### src/rtl/ps2_pkg.sv
// Shared PS/2 receiver definitions: frame geometry, special scan codes, FIFO entry layout.
package ps2_pkg;
  localparam int         PS2_FRAME_LEN = 11;
  localparam logic [7:0] PS2_BREAK     = 8'hF0;
  localparam logic [7:0] PS2_EXT       = 8'hE0;

  typedef struct packed {
    logic       pressed;
    logic [7:0] code;
  } ps2_entry_t;
endpackage

### src/rtl/ps2_rx_sync_fifo.sv
// Single-clock FIFO with registered storage; a push into a full FIFO is taken when a pop
// happens in the same cycle. Head entry is read combinationally.
module sync_fifo #(
  parameter int DEPTH = 8,
  parameter int W     = 9
) (
  input  logic         clk,
  input  logic         rst,
  input  logic         push,
  input  logic [W-1:0] din,
  input  logic         pop,
  output logic [W-1:0] dout,
  output logic         full,
  output logic         empty,
  output logic         accepted
);
  localparam int AW = $clog2(DEPTH);

  logic [DEPTH-1:0][W-1:0] mem;
  logic [AW:0]             wp, rp;
  logic                    do_pop;

  assign empty    = (wp == rp);
  assign full     = (wp[AW] != rp[AW]) && (wp[AW-1:0] == rp[AW-1:0]);
  assign do_pop   = pop && !empty;
  assign accepted = push && (!full || do_pop);
  assign dout     = mem[rp[AW-1:0]];

  always_ff @(posedge clk or posedge rst) begin
    if (rst) begin
      wp  <= '0;
      rp  <= '0;
      mem <= '0;
    end else begin
      if (accepted) begin
        mem[wp[AW-1:0]] <= din;
        wp              <= wp + 1'b1;
      end
      if (do_pop) rp <= rp + 1'b1;
    end
  end
endmodule

### src/rtl/ps2_rx.sv
// PS/2 keyboard receiver: synchronizes the line, deframes scan codes, folds F0 into a
// break flag and queues {pressed, code}. Define PS2_PARITY_CHECK_EN to reject bad parity.
module ps2_rx
  import ps2_pkg::*;
#(
  parameter int FIFO_DEPTH = 8,
  parameter int TIMEOUT    = 50000
) (
  input  logic       clk,
  input  logic       rst,
  input  logic       ps2_clk,
  input  logic       ps2_data,
  input  logic       code_ready,
  output logic       code_valid,
  output logic [7:0] code,
  output logic       pressed,
  output logic [7:0] key_count,
  output logic       overflow
);
`ifdef PS2_PARITY_CHECK_EN
  localparam bit PAR_EN = 1'b1;
`else
  localparam bit PAR_EN = 1'b0;
`endif
  localparam int TW = $clog2(TIMEOUT + 1);

  logic [2:0]    cs, ds;
  logic          fall;
  logic [3:0]    bitcnt;
  logic [9:0]    sr;
  logic [10:0]   frame_n;
  logic          accept;
  logic [TW-1:0] tcnt;
  logic [7:0]    byte_q;
  logic          byte_vld, brk;
  logic          push, empty, full, accepted;
  ps2_entry_t    din, head;

  // cs[2] is the oldest sample: high there and low one flop earlier is a falling edge
  assign fall    = cs[2] & ~cs[1];
  assign frame_n = {ds[1], sr};
  assign accept  = !frame_n[0] && frame_n[10] && (!PAR_EN || ^frame_n[9:1]);

  assign push        = byte_vld && (byte_q != PS2_BREAK);
  assign din.pressed = !brk;
  assign din.code    = byte_q;

  always_ff @(posedge clk or posedge rst) begin
    if (rst) begin
      cs        <= '1;
      ds        <= '1;
      bitcnt    <= '0;
      sr        <= '0;
      tcnt      <= '0;
      byte_q    <= '0;
      byte_vld  <= 1'b0;
      brk       <= 1'b0;
      key_count <= '0;
      overflow  <= 1'b0;
    end else begin
      cs       <= {cs[1:0], ps2_clk};
      ds       <= {ds[1:0], ps2_data};
      byte_vld <= 1'b0;

      if (fall) begin
        tcnt <= '0;
        sr   <= {ds[1], sr[9:1]};
        if (bitcnt == 4'(PS2_FRAME_LEN - 1)) begin
          bitcnt   <= '0;
          byte_q   <= frame_n[8:1];
          byte_vld <= accept;
        end else begin
          bitcnt <= bitcnt + 1'b1;
        end
      end else if (bitcnt != '0) begin
        if (tcnt == TW'(TIMEOUT - 1)) begin
          bitcnt <= '0;
          tcnt   <= '0;
        end else begin
          tcnt <= tcnt + 1'b1;
        end
      end else begin
        tcnt <= '0;
      end

      // break prefix is consumed by the next code whether or not the FIFO takes it
      if (byte_vld) brk <= (byte_q == PS2_BREAK);
      if (push && !accepted) overflow <= 1'b1;
      if (accepted && !brk) key_count <= key_count + 1'b1;
    end
  end

  sync_fifo #(.DEPTH(FIFO_DEPTH), .W($bits(ps2_entry_t))) u_fifo (
    .clk      (clk),
    .rst      (rst),
    .push     (push),
    .din      (din),
    .pop      (code_ready),
    .dout     (head),
    .full     (full),
    .empty    (empty),
    .accepted (accepted)
  );

  assign code_valid = !empty;
  assign code       = head.code;
  assign pressed    = head.pressed;
endmodule

### config.mk
export PLATFORM = sky130hd
export DESIGN_NAME = ps2_rx
export DESIGN_NICKNAME = d
export VERILOG_FILES = /design/src/rtl/ps2_pkg.sv /design/src/rtl/ps2_rx_sync_fifo.sv /design/src/rtl/ps2_rx.sv
export SDC_FILE = /design/constraint.sdc
export NUM_CORES = 1
export LEC_CHECK = 0
export ABC_AREA = 1
export BUFFER_PORTS_ARGS = -buffer_cell sky130_fd_sc_hd__buf_2
export CAP_MARGIN = 5
export CORE_MARGIN = 4
export CORE_UTILIZATION = 30
export CTS_CLUSTER_SIZE = 40
export DETAILED_ROUTE_END_ITERATION = 12
export PLACE_DENSITY_LB_ADDON = 0.3
export SLEW_MARGIN = 40
export SYNTH_ARGS = -nofsm -noshare
export SYNTH_HDL_FRONTEND = slang
export SYNTH_SLANG_ARGS = --single-unit
### constraint.sdc
create_clock -name clk -period 12.4 [get_ports clk]
set_input_delay 2.48 -clock clk [delete_from_list [all_inputs] [get_ports clk]]
set_output_delay 2.48 -clock clk [all_outputs]
set_load 0.005 [all_outputs]
-- Word level (Yosys, flattened, before mapping)
Index checks and enable logic that the tools add are counted.
Widths: inputs -> output; s select.
- output and inout bits: 19
- register bits after elaboration: 134
- logic and storage cells: 70
- add/sub/neg operators: 5
- bitwise operators: 2
- order comparisons: 3
- equality and inequality tests: 7
- reduce and logical (&&, ||, !) cells: 19
- mux-type cells: 14
- operators by type and width (cell ; number):
    $bwmux 72 ; 1
    $mux 16 ; 3
    $bmux 9 s3 ; 1
    $demux 9 s3 ; 1
    $mux 9 ; 2
    $add 16x1->16 const B ; 1
    $eq 16x16->1 const B ; 1
    $mux 4 ; 4
    $add 4x1->4 const B ; 3
    $add 8x1->8 const B ; 1
    $eq 8x8->1 const B ; 1
    $logic_and 1x1->1 ; 8
    $lt 3x4->1 const B ; 2
    $ne 8x8->1 const B ; 1
    $logic_not 1->1 ; 5
    $eq 4x4->1 ; 1
    $eq 4x4->1 const B ; 1
    $reduce_and 2->1 ; 2
    $reduce_bool 2->1 ; 2
    $reduce_bool 4->1 ; 1
    $eq 3x3->1 ; 1
    $ge 3x1->1 const B ; 1
    $mux 1 ; 2
    $and 1x1->1 ; 1
    other kinds (3) ; 3

-- Depth between registers and ports, before layout
Gate-level depths: netlist (run 1).
- word-level depth: 7
- gate-level depth with buffers: 10
- mapped depth without buffers: 10

-- By module
Synthesis (run 1) repeated with hierarchy kept, for this count alone.
- cell total of the unflattened synthesis: 819
- area, all modules: 6855.3 µm²
- by module, submodules not included (module ; area each (µm²) ; times used ; sequential area each (µm²) ; cells an instance):
    sync_fifo ; 4246.6 ; 1 ; 2001.9 ; 526
    ps2_rx ; 2608.8 ; 1 ; 1357.6 ; 293

-- Worst setup path after synthesis (run 1)
No wires, ideal clock.
- path kind: register -> output
- start: register u_fifo.rp[0]
- end: output port code[0]
- data arrival time: 1.223 ns
- path slack: 8.697 ns
- path buffers: 2
- cell stages (with the launch flop): 8
- cell sequence: dfrtp_1 -> inv_1 -> buf_2 -> clkbuf_1 -> nor2_1 -> o22ai_1 -> nand2_1 -> nand2_1
- cells in the longest elaborated chain, start to end: 2
- ends and longest elaborated chain (element ; RTL line ; RTL):
    start: declaration ; ps2_rx_sync_fifo.sv:20 ; logic [AW:0] wp, rp;
    start signal: assignment ; ps2_rx_sync_fifo.sv:39 ; if (do_pop) rp <= rp + 1'b1;
    $bmux 9 s3 ; ps2_rx_sync_fifo.sv:27 ; assign dout = mem[rp[AW-1:0]];
    $mux 9 (not written as such) ; ps2_rx_sync_fifo.sv:27 ;
    end: declaration ; ps2_rx.sv:15 ; output logic [7:0] code,
No other way between the ends. The select of a mux whose other input is x is not followed.

-- Worst setup path in the final report (run 1)
- start: register u_fifo.rp[1]
- end: output port code_valid
- cells in the longest elaborated chain, start to end: 2
- ends and longest elaborated chain (element ; RTL line ; RTL):
    $eq 4x4->1 ; ps2_rx_sync_fifo.sv:23 ; assign empty = (wp == rp);
    $logic_not 1->1 ; ps2_rx.sv:105 ; assign code_valid = !empty;
    end: declaration ; ps2_rx.sv:14 ; output logic code_valid,
No other way between the ends.

==> results.json, run 1 <==
{
  "synth_top_family_by_area": "simple AND/OR/NAND/NOR gates",
  "fin_tns_setup_ns": 0,
  "drc": 0,
  "synth_compound_area_share_pct": 6.79,
  "routed_via_density": 4.94,
  "startpoint": "u_fifo.rp[1]$_DFFE_PP0P_",
  "first_iter_violations": 459,
  "cts.clk_slew.worst_paths_ns": 0.06,
  "diodes": 0,
  "initial_utilization_pct": 30.9,
  "synth_cells": 814,
  "cts_hold_buf": 0,
  "hold_depth": 0,
  "antenna_found_initial": 0,
  "hold_viol_final": 0,
  "firstDrtPassIters": 5,
  "cp_data_arrival_time_ns": 2.43,
  "ys_seq_elements": 134,
  "slew_violations": 0,
  "grt_pass1_vias": 5354,
  "skew_ns": 0.0104,
  "pre_cts_slack_ns": 7.95,
  "tightest_slew_ns": 0.789,
  "grtUsageTotal_pct": 13.8,
  "synth_mux_area_share_pct": 0,
  "layout.nets": 828,
  "required_ns": 9.92,
  "worst_hold_path_type": "reg2reg",
  "min_period_ns": 4.91,
  "synth_adder_area_share_pct": 1.29,
  "critPathMaxFanout": 22,
  "synth.top_cell.area_share_pct": 47.5,
  "cts.path.max_buffers": 2,
  "yosys.cell_types.count": 35,
  "numCtsBuffers": 17,
  "wl_mm": 16.2,
  "multiInputGateArea_sq_um": 2970,
  "grt_max_degree": 89,
  "critPathLaunchType": "flop",
  "total_power_w": 0.00139,
  "status": "finished clean",
  "regArea_sq_um": 3360,
  "cts_tree": "built",
  "setup_viol": 0,
  "die_x_um": 159,
  "cts-root-buf": "clkbuf_16",
  "clk_latency_ns": 0.43,
  "syn_area_sq_um": 6800,
  "reg2reg_depth": 10,
  "hp-start": "ds[0]$_DFF_PP1_",
  "vias": 5480,
  "r2r-start": "u_fifo.rp[1]$_DFFE_PP0P_",
  "drive_gt1_share_pct": 11.9,
  "grt_setup_unrepaired": "no",
  "postCtsSetupRepairBufs": 0,
  "core_sq_um": 22000,
  "r2r_slack_ns": 9.20,
  "htreeDepth": 4,
  "p_per_area_nw_per_um2": 181,
  "clkSinkCount": 134,
  "routedWlPerCell_um": 14.6,
  "clock.fmax_ghz": 0.204,
  "postRouteAntennaNets": 0,
  "r2r-end": "u_fifo.mem[33]$_DFFE_PP0P_",
  "finalCritPeriodShare_pct": 39.6,
  "yosysWarnings": 0,
  "port-buffer-count": 23,
  "rows": 54,
  "drv_cap": 0,
  "leakage_nw": 3.70,
  "synth_xor_area_share_pct": 2.04,
  "dieArea_sq_um": 25100,
  "synth.area.top_cells": "dfrtp_1, nand2_1, nand4_1",
  "synth_seq_area_share_pct": 49.4,
  "end_kind": "output port",
  "slew_headroom_pct": 47.1,
  "hold-path-endpoint": "ds[1]$_DFF_PP1_",
  "cts_resized": 0,
  "finalWorstSetupSlack_ns": 7.49,
  "ir_drop_mv": 0.0868,
  "grt_pass1_wl_mm": 28.0,
  "path_class": "reg2out",
  "syn-num-nets": 826,
  "syn_area_per_cell_sq_um": 8.35,
  "grt-ovfl-total": 0,
  "yosys.area.top_type": "dfrtp_1",
  "io_pins": 24,
  "die_h_um": 159,
  "dp_hpwl_mm": 10.2,
  "yosys.area_share.simple_pct": 33.4,
  "syn_to_final_growth_pct": 13.1,
  "gp_congestion": 0.774,
  "fill_cells": 2295
}
-- cell families (layout without fill, tap and decap cells) --
group / Yosys count / count (layout)
buf+inv: 95 / 110
fa+ha+maj: 7 / 7
flops: 134 / 134
simple gates: 476 / 476
compound gates: 87 / 87
xor+xnor: 15 / 15
-- worst max-delay path, cell delays in order, from the launching register on --
cell	delay [ns]
dfrtp_1	0.82
inv_1	0.54
nand2_1	0.15
nand2_1	0.09
nor2_4	0.14
nand3_1	0.11
buf_2	0.15
-- layer usage --
metal  vias to the layer above  wire length [um]  global-route usage (%)
li1                       2738                 -                       -
met1                      2605              7860                    19.3
met2                       111              7500                    20.8
met3                        26               629                    3.48
met4                         0               253                    4.83
met5                         -                 0                       0
-- synth_stat cells (all sizes together) --
cell / instances
a21oi: 6
a31oi: 1
and3: 1
buf: 30
clkbuf: 20
clkinv: 2
dfrtp: 129
dfstp: 5
ha: 7
inv: 43
nand2: 258
nand3: 34
nand4: 90
nor2: 73
nor3: 17
nor3b: 2
o21ai: 61
o21bai: 1
o22ai: 18
or2: 1
xnor2: 7
xor2: 8
-- sequential cells by signal, indices dropped and copies added, names as in the netlist --
signal	cells
cs	3
u_fifo.mem	72
bitcnt	4
overflow	1
byte_q	8
u_fifo.rp	4
key_count	8
ds	2
sr	10
tcnt	16
u_fifo.wp	4
brk	1
byte_vld	1
-- metrics by stage --
| stage | util (%) | hold WS, ns | std cells | cell area [sq um] |
|---|---|---|---|---|
| detailed placement | 31.9 | 0.348 | 1076 | 7030 |
| global route | 34.9 | 0.362 | 1109 | 7690 |
| global placement | 31.9 | 0.346 | 1076 | 7030 |
| floorplan | - | 0.345 | 814 | 6800 |
| CTS | 34.7 | 0.357 | 1108 | 7650 |
| finish | 34.9 | 0.355 | 1109 | 7690 |
-- power by group --
part / switching [W] / internal [W] / total (W) / leakage (nW)
sequential: 0.0000760 / 0.000469 / 0.000545 / 1.83
clock: 0.000196 / 0.000342 / 0.000538 / 0.300
combinational: 0.000199 / 0.000113 / 0.000312 / 1.57
-- worst max-delay path by stage --
stage,end,slack (ns)
floorplan,bitcnt[0]$_DFFE_PP0P_,6.35
global placement,code[3],7.19
detailed placement,code_valid,7.95
CTS,code_valid,7.47
global route,pressed,7.28
finish,code_valid,7.49
-- area by class of cell --
cell class | count | share of cell area [%]
sequential | 134 | 43.7
multi-input combinational | 585 | 38.6
inverter | 45 | 2.36
clock buffer | 20 | 5.81
tap | 280 | 4.56
clock inverter | 12 | 2.29
timing repair buffer | 33 | 2.64
-- layout by cell type, fill, tap and decap left out, drive strengths merged --
master / count
a21oi: 6
a31oi: 1
and3: 1
buf: 33
bufinv: 4
clkbuf: 20
clkinv: 7
clkinvlp: 2
dfrtp: 129
dfstp: 5
ha: 7
inv: 44
nand2: 258
nand3: 34
nand4: 90
nor2: 73
nor3: 17
nor3b: 2
o21ai: 61
o21bai: 1
o22ai: 18
or2: 1
xnor2: 7
xor2: 8
Note: power is estimated with default switching activity, not from simulation.
==> run 2: changes to the inputs <==
==> constraint.sdc (replaced) <==
create_clock -name clk -period 4 [get_ports clk]
set_input_delay 0.8 -clock clk [delete_from_list [all_inputs] [get_ports clk]]
set_output_delay 0.8 -clock clk [all_outputs]
set_load 0.005 [all_outputs]
==> run 2 against run 1 <==
- combinational power grew to 3.4 times the previous value
- non-clock buffer count increased by 3
- via count up 0.26%
- flip-flop and latch count did not move
- clock power grew to 3.0 times the previous value
- sequential share of layout area decreased by 0.28 points
- global-route usage down 0.34 points
- largest power group unchanged
- design area grew 0.62%
- cell count up 0.27%
- utilization rose by 0.22 points
- hold slack got worse by 0.0014 ns
==> results.json, run 2 (synthesized netlist as in run 1, its figures left out) <==
{
  "ir_drop_mv": 0.251,
  "gp_congestion": 0.801,
  "dieArea_sq_um": 25100,
  "p_seq_share_pct": 38.0,
  "postPlaceCellArea_sq_um": 7110,
  "regMostFlops": "u_fifo.mem",
  "dp_hpwl_mm": 10.7,
  "tightest_slew_ns": 0.789,
  "path_class": "reg2out",
  "hold_viol_final": 0,
  "layout.nets": 831,
  "die_h_um": 159,
  "cts_hold_buf": 0,
  "initial_utilization_pct": 30.9,
  "slew_headroom_pct": 47.1,
  "critPathMaxFanout": 34,
  "switchingPower_w": 0.00144,
  "grt_pass1_vias": 5330,
  "clk_latency_ns": 0.42,
  "drv_cap": 0,
  "p_comb_share_pct": 24.2,
  "finalCritPeriodShare_pct": 80.1,
  "cts.clk_slew.worst_paths_ns": 0.06,
  "status": "finished clean",
  "p_per_area_nw_per_um2": 560,
  "cp_data_arrival_time_ns": 2.40,
  "clock.fmax_ghz": 0.312,
  "diodes": 0,
  "vias": 5494,
  "end_kind": "output port",
  "postRouteAntennaNets": 0,
  "skew_ns": 0.00875,
  "largest_reg_flops": 72,
  "grt_pass1_wl_mm": 27.2,
  "critPathLaunchType": "flop",
  "htreeDepth": 4,
  "grt-ovfl-total": 0,
  "grt_max_degree": 85,
  "finalInstanceArea_sq_um": 7730,
  "die_x_um": 159,
  "grt_setup_unrepaired": "no",
  "rows": 54,
  "drc": 0,
  "cts_resized": 0,
  "numCtsBuffers": 17,
  "clkPwrFrac_pct": 37.8,
  "worst_hold_path_type": "reg2reg",
  "fin_cells": 1112,
  "wl_mm": 16.2,
  "leakage_nw": 3.72,
  "cts-root-buf": "clkbuf_16",
  "core_sq_um": 22000,
  "layout_common_cells": "nand2_1, dfrtp_1, nand4_1",
  "mostFrequentLayoutCell": "nand2_1",
  "routed_via_density": 4.94,
  "dpl.cell_count": 1080,
  "syn_to_final_growth_pct": 13.8,
  "first_iter_violations": 478,
  "required_ns": 3.20,
  "p_int_w": 0.00289,
  "antenna_found_initial": 0,
  "io_pins": 24,
  "reg_top3": "u_fifo.mem: 72 flops, tcnt: 16 flops, sr: 10 flops",
  "power.share.switching_pct": 33.3,
  "slew_violations": 0,
  "cts_tree": "built",
  "port-buffer-count": 23,
  "routedWlPerCell_um": 14.6,
  "cts.path.max_buffers": 2,
  "setup_viol": 0,
  "firstDrtPassIters": 6,
  "fin_tns_setup_ns": 0,
  "clkSinkCount": 134,
  "min_period_ns": 3.20,
  "drive_gt1_share_pct": 11.9,
  "postCtsSetupRepairBufs": 0,
  "grtUsageTotal_pct": 13.5
}
## run 2: through the flow
step | utilization (%) | setup slack (ns) | hold slack [ns] | power (W)
floorplan | - | 1.54 | 0.345 | 0.00239
global placement | 32.2 | 1.25 | 0.346 | 0.00271
detailed placement | 32.3 | 1.21 | 0.347 | 0.00272
CTS | 35.1 | 0.791 | 0.355 | 0.00437
global route | 35.1 | 0.634 | 0.357 | 0.00460
finish | 35.1 | 0.797 | 0.354 | 0.00433
## run 2: routing by layer
metal  wire length, um  GRT usage, %  part of all wire, %
met4               119          3.57                 0.73
met3               510          3.15                  3.1
met5                 0             0                    0
met1              7880          18.1                   49
met2              7730          21.9                   48
## run 2: power by group through the flow
stage | combinational (W) | clock [W] | sequential, W
after floorplan | 0.000853 | 0 | 0.00154
after global placement | 0.00105 | 0 | 0.00166
after detailed placement | 0.00106 | 0 | 0.00166
after CTS | 0.00106 | 0.00167 | 0.00164
after global routing | 0.00120 | 0.00173 | 0.00167
final | 0.00105 | 0.00164 | 0.00165
## run 2: area by class of cell
cell class	instances	area [sq um]
flip-flops and latches	134	3360
repair buffers	36	263
inverters	45	178
clock inverters	7	116
multi-input cells	585	2960
well taps	280	350
fillers	2306	14300
clock buffers	25	505
## run 2: critical path, stage by stage (launching register included)
cell and delay [ns]:
dfrtp_1 0.78, inv_1 0.27, buf_4 0.31, o21ai_0 0.22, o22ai_1 0.10, nand2_1 0.10
nand2_1 0.07, buf_2 0.13
## run 2: worst paths after layout
| path | from | endpoint | slack [ns] | cells after the start |
|---|---|---|---|---|
| max in group asynchronous | rst | u_fifo.mem[67]$_DFFE_PP0P_ | 2.82 | 3 |
| worst max register to register | u_fifo.rp[1]$_DFFE_PP0P_ | u_fifo.mem[38]$_DFFE_PP0P_ | 1.11 | 9 |
| worst max-delay path | u_fifo.rp[0]$_DFFE_PP0P_ | code[1] | 0.80 | 7 |
| worst min register to register | cs[0]$_DFF_PP1_ | cs[1]$_DFF_PP1_ | 0.35 | 0 |
| min in group asynchronous | rst | tcnt[10]$_DFF_PP0_ | 0.42 | 2 |
| worst min-delay path | cs[0]$_DFF_PP1_ | cs[1]$_DFF_PP1_ | 0.35 | 0 |
